### config.mk
export PLATFORM = sky130hd
export DESIGN_NAME = key_operand_collector
export DESIGN_NICKNAME = d
export VERILOG_FILES = /design/src/rtl/key_operand_collector.sv
export SDC_FILE = /design/constraint.sdc
export NUM_CORES = 1
export LEC_CHECK = 0
export BUFFER_PORTS_ARGS = -buffer_cell sky130_fd_sc_hd__buf_2
export CAP_MARGIN = 20
export CORE_MARGIN = 2
export CORE_UTILIZATION = 45
export DETAILED_ROUTE_END_ITERATION = 12
export MAX_ROUTING_LAYER = met4
export PLACE_DENSITY = 0.68
export SLEW_MARGIN = 20
export SYNTH_ARGS = -nofsm -noshare
export SYNTH_HDL_FRONTEND = slang
export SYNTH_SLANG_ARGS = --single-unit
export TNS_END_PERCENT = 5
### constraint.sdc
create_clock -name clk -period 3.34 [get_ports clk]
set_input_delay 0.334 -clock clk [delete_from_list [all_inputs] [get_ports clk]]
set_output_delay 0.334 -clock clk [all_outputs]
set_load 0.03 [all_outputs]
### src/rtl/key_operand_collector.sv
// Key-entry front end for the calculator: turns ASCII key strobes into two
// packed-BCD operands, digit counts and an operator, then pulses calc_start on '='.
module key_operand_collector #(
    parameter int DIGITS = 4,
    parameter int DW     = 4 * DIGITS,
    parameter int CW     = 3
) (
    input  logic          clk,
    input  logic          rst,
    input  logic          key_valid,
    input  logic [7:0]    key_code,
    output logic [DW-1:0] reg_num1,
    output logic [DW-1:0] reg_num2,
    output logic [CW-1:0] cnt1,
    output logic [CW-1:0] cnt2,
    output logic [7:0]    sym,
    output logic          calc_start,
    output logic          busy,
    output logic          ovf
);

    typedef enum logic [2:0] {NUM1, OPR, NUM2, ISSUE, HOLD} state_t;

    localparam logic [CW-1:0] MAX_CNT = CW'(DIGITS);

    state_t     state;
    logic       is_digit;
    logic       is_op;
    logic       is_eq;
    logic       is_clr;
    logic [3:0] digit;

    assign digit    = key_code[3:0];
    assign is_digit = (key_code[7:4] == 4'h3) && (key_code[3:0] <= 4'd9);
    assign is_op    = (key_code >= 8'h61) && (key_code <= 8'h64);
    assign is_eq    = (key_code == 8'h3D);
    assign is_clr   = (key_code == 8'h1B);

    always_ff @(posedge clk or posedge rst) begin
        if (rst) begin
            state      <= NUM1;
            reg_num1   <= '0;
            reg_num2   <= '0;
            cnt1       <= '0;
            cnt2       <= '0;
            sym        <= '0;
            calc_start <= 1'b0;
            busy       <= 1'b0;
            ovf        <= 1'b0;
        end else begin
            calc_start <= 1'b0;
            // ISSUE lasts one cycle; any key seen in it is handled as in HOLD
            if (state == ISSUE)
                state <= HOLD;
            if (key_valid) begin
                if (is_clr) begin
                    state    <= NUM1;
                    reg_num1 <= '0;
                    reg_num2 <= '0;
                    cnt1     <= '0;
                    cnt2     <= '0;
                    sym      <= '0;
                    busy     <= 1'b0;
                    ovf      <= 1'b0;
                end else begin
                    case (state)
                        NUM1: begin
                            if (is_digit) begin
                                if (cnt1 < MAX_CNT) begin
                                    reg_num1 <= {reg_num1[DW-5:0], digit};
                                    cnt1     <= cnt1 + 1'b1;
                                end else begin
                                    ovf <= 1'b1;
                                end
                            end else if (is_op && (cnt1 != '0)) begin
                                sym   <= key_code;
                                state <= OPR;
                            end
                        end
                        OPR: begin
                            if (is_op) begin
                                sym <= key_code;
                            end else if (is_digit) begin
                                reg_num2 <= {{(DW-4){1'b0}}, digit};
                                cnt2     <= {{(CW-1){1'b0}}, 1'b1};
                                state    <= NUM2;
                            end
                        end
                        NUM2: begin
                            if (is_digit) begin
                                if (cnt2 < MAX_CNT) begin
                                    reg_num2 <= {reg_num2[DW-5:0], digit};
                                    cnt2     <= cnt2 + 1'b1;
                                end else begin
                                    ovf <= 1'b1;
                                end
                            end else if (is_eq) begin
                                calc_start <= 1'b1;
                                busy       <= 1'b1;
                                state      <= ISSUE;
                            end
                        end
                        ISSUE, HOLD: begin
                            if (is_digit) begin
                                reg_num1 <= {{(DW-4){1'b0}}, digit};
                                cnt1     <= {{(CW-1){1'b0}}, 1'b1};
                                reg_num2 <= '0;
                                cnt2     <= '0;
                                sym      <= '0;
                                busy     <= 1'b0;
                                ovf      <= 1'b0;
                                state    <= NUM1;
                            end
                        end
                        default: state <= NUM1;
                    endcase
                end
            end
        end
    end

endmodule

==> results.md <==
* Status: complete, no violations
* Core area at 0.005574 mm²
* Synth unique cells at 50
* Slew Limit Headroom at 0.4035
* Critical-path cell list: and3b_1, a21oi_1, o31ai_1, a221oi_4, mux2_2
* Hpwl dp at 3.902 mm
* # IOs at 60
* Antenna Nets Post-Route at 0
* Finished Layout Cells at 381
* Final min period at 2653 ps
* Gpl congestion at 0.8643
* Count of max-cap constraint violations at 0
* Num CTS Buffers at 5
* Post-CTS sizing at 0
* CP required at 3530 ps
* Total Negative Setup Slacks at 0 ps
* CP peak stage delay at about 640 ps
* Wirelength per Cell at 14.50 µm
* Worst-Skew Late Latency at 310 ps
* Slew @ Worst Pin at 893.7 ps
* Total Power at 1.755 mW
* Number of global-route vias before repair at 1,850
* Capturing point of the worst reg2reg path: sym[0]
* Avg Cell Area, Syn at 10.33 µm²
* Pwr dens at 578.8 mW/mm²
* Register area share after synthesis at 0.4978
* Final net count at 322
* Hold Path Class: in2async
* First-pass GRT wire length at 9.087 mm
* First drt pass iteration count at 4
* Critical Path AT at ~2900 ps
* Initial DRC Count at 199
* Fin crit share at 0.7944
* Syn Nets at ~270
* Max frequency at about 380 MHz
* Worst setup margin at about 700 ps
* Asr flop ratio synth at 1.000
* Initial Utilization at 0.4689
* Hold buffers post-CTS at 0
* Port Buf Inserts at 59
* Place WS at 514.2 ps
* Overflow after GRT at 0
* # fillers at 522
* # diodes at 0
* Leakage Power at 1.715 nW
* Most frequent cells in the layout: buf_2 (59), dfrtp_1 (52), nand2_1 (31), inv_1 (26), mux2i_1 (20)
* Synth Warn # at 0
* Fraction of layout cells with a size suffix above 1 at 0.2621
* Peak VDD IR at 0.2865 mV
* Worst R2R Start: state[2]
* Fin. Hold Viols at 0
* Drc violations at 0
* Post-synth EDFFs at 0
* Post-synthesis cell area at 0.002614 mm²
* Crit path launch type: register
* Tot GR Track Use at 0.1860
* Via count at about 2,000
* Seq cells post-synth at 52
* RSZ-0062 raised after global routing: false
* DP Cell Count at 373
* Setup Skew at 11.19 ps
* Antenna violations before repair at 0
* Most common cell after layout, fill and taps aside: buf_2
* Worst-path clk slew at about 100 ps
* Crit Path Class: reg2reg
* Setup violators final at 0
* CP endpoint kind: register
* CTS Buffer Depth at 2
* Routed wire length at 5.524 mm
* P&R area growth vs syn at 15.99%
* # H-tree levels at 2
* Die Y at 80.21 µm
* R2r worst-path depth at 5
* Die Wd at 80.21 µm
* Sink Count at 52
* Crit path max fanout at 17
* Most used DFF post-synth: dfrtp_1
* Die area at 0.006434 mm²
* Final Max Slew Viols at 0
* CTS tree: done
* Vias/cell at roughly 5.4
* Post-synthesis instance total at roughly 250
* Slowest cell on crit path: dfrtp_1
* Postcts setup bufs at 0
* Root Buffer Master: clkbuf_8
* Largest net degree at the start of global routing at 53
* Row count at 27
* R2r setup slk at 690 ps
-- registers in the layout, summed over array words and instances, names as in the netlist, 3 cells and up --
signal,cells
state,3
reg_num1,16
cnt2,3
cnt1,3
sym,8
reg_num2,16
-- per-layer routing --
metal / vias to the layer above / GRT usage / part of all wire
li1: 1001 / - / -
met1: 987 / 0.2624 / 0.48
met2: 56 / 0.2725 / 0.46
met3: 7 / 0.04045 / 0.046
met4: 0 / 0.05254 / 0.013
met5: - / - / 0
-- cell type report --
| type | count | area, µm² | area share |
|---|---|---|---|
| sequential | 52 | 1301 | 0.4292 |
| clock buffer | 6 | 72.57 | 0.02394 |
| inverter | 27 | 102.6 | 0.03384 |
| clock inverter | 2 | 16.27 | 0.005365 |
| tap | 72 | 90.09 | 0.02972 |
| timing repair buffer | 60 | 302.8 | 0.09988 |
| multi-input combinational | 162 | 1146 | 0.3780 |
-- per-stage QoR --
step                hold WS, ps  utilization  instance area, µm²
global route              238.7       0.5439                3032
finish                    170.1       0.5439                3032
CTS                       316.4       0.5437                3030
floorplan                 467.8            -                2614
global placement          457.6       0.5277                2942
detailed placement        460.9       0.5277                2942
-- report_power, final --
part	switching [mW]	internal, mW
combinational	0.391	0.195
sequential	0.0843	0.732
clock	0.203	0.149
-- worst max-delay path by stage --
| stage | endpoint | start |
|---|---|---|
| global placement | reg_num1[2] | key_code[2] |
| global route | sym[0] | state[2] |
| finish | sym[0] | state[2] |
| CTS | sym[2] | state[2] |
| detailed placement | reg_num1[2] | key_code[2] |
| floorplan | sym[0] | key_code[2] |
-- cells in the mapped netlist (3+ instances only) --
master     n  share of area
clkbuf_1   8          0.011
nand4_1    4         0.0096
mux2i_1   20          0.077
a31oi_1    5          0.012
nor3_1     4         0.0077
nor2_1    10          0.014
a21o_1    13          0.037
nand2_1   31          0.045
and2_1     4         0.0096
o21ai_0    7          0.013
and4_1    12          0.040
inv_1     27          0.039
mux2_2     7          0.030
dfrtp_1   52           0.50
a21oi_1    4         0.0077
ha_1       3          0.014
-- critical path: cells and delay by family (launching register included) --
family             cells  cell delay (ps)
and+or+nand+nor        1              240
DFF                    1              640
AOI/OAI and AO/OA      3             1260
muxes                  1              390
-- cell families (layout without fill, tap and decap cells) --
group / count (synthesis) / after routing / share of synthesized area
adders and majority gates: 3 / 3 / 0.01436
buffers and inverters: 39 / 95 / 0.06367
DFF: 52 / 52 / 0.4978
and+or+nand+nor: 86 / 86 / 0.1838
AOI/OAI and AO/OA: 45 / 45 / 0.1293
muxes: 28 / 28 / 0.1111
(Power assumes the default switching activity.)
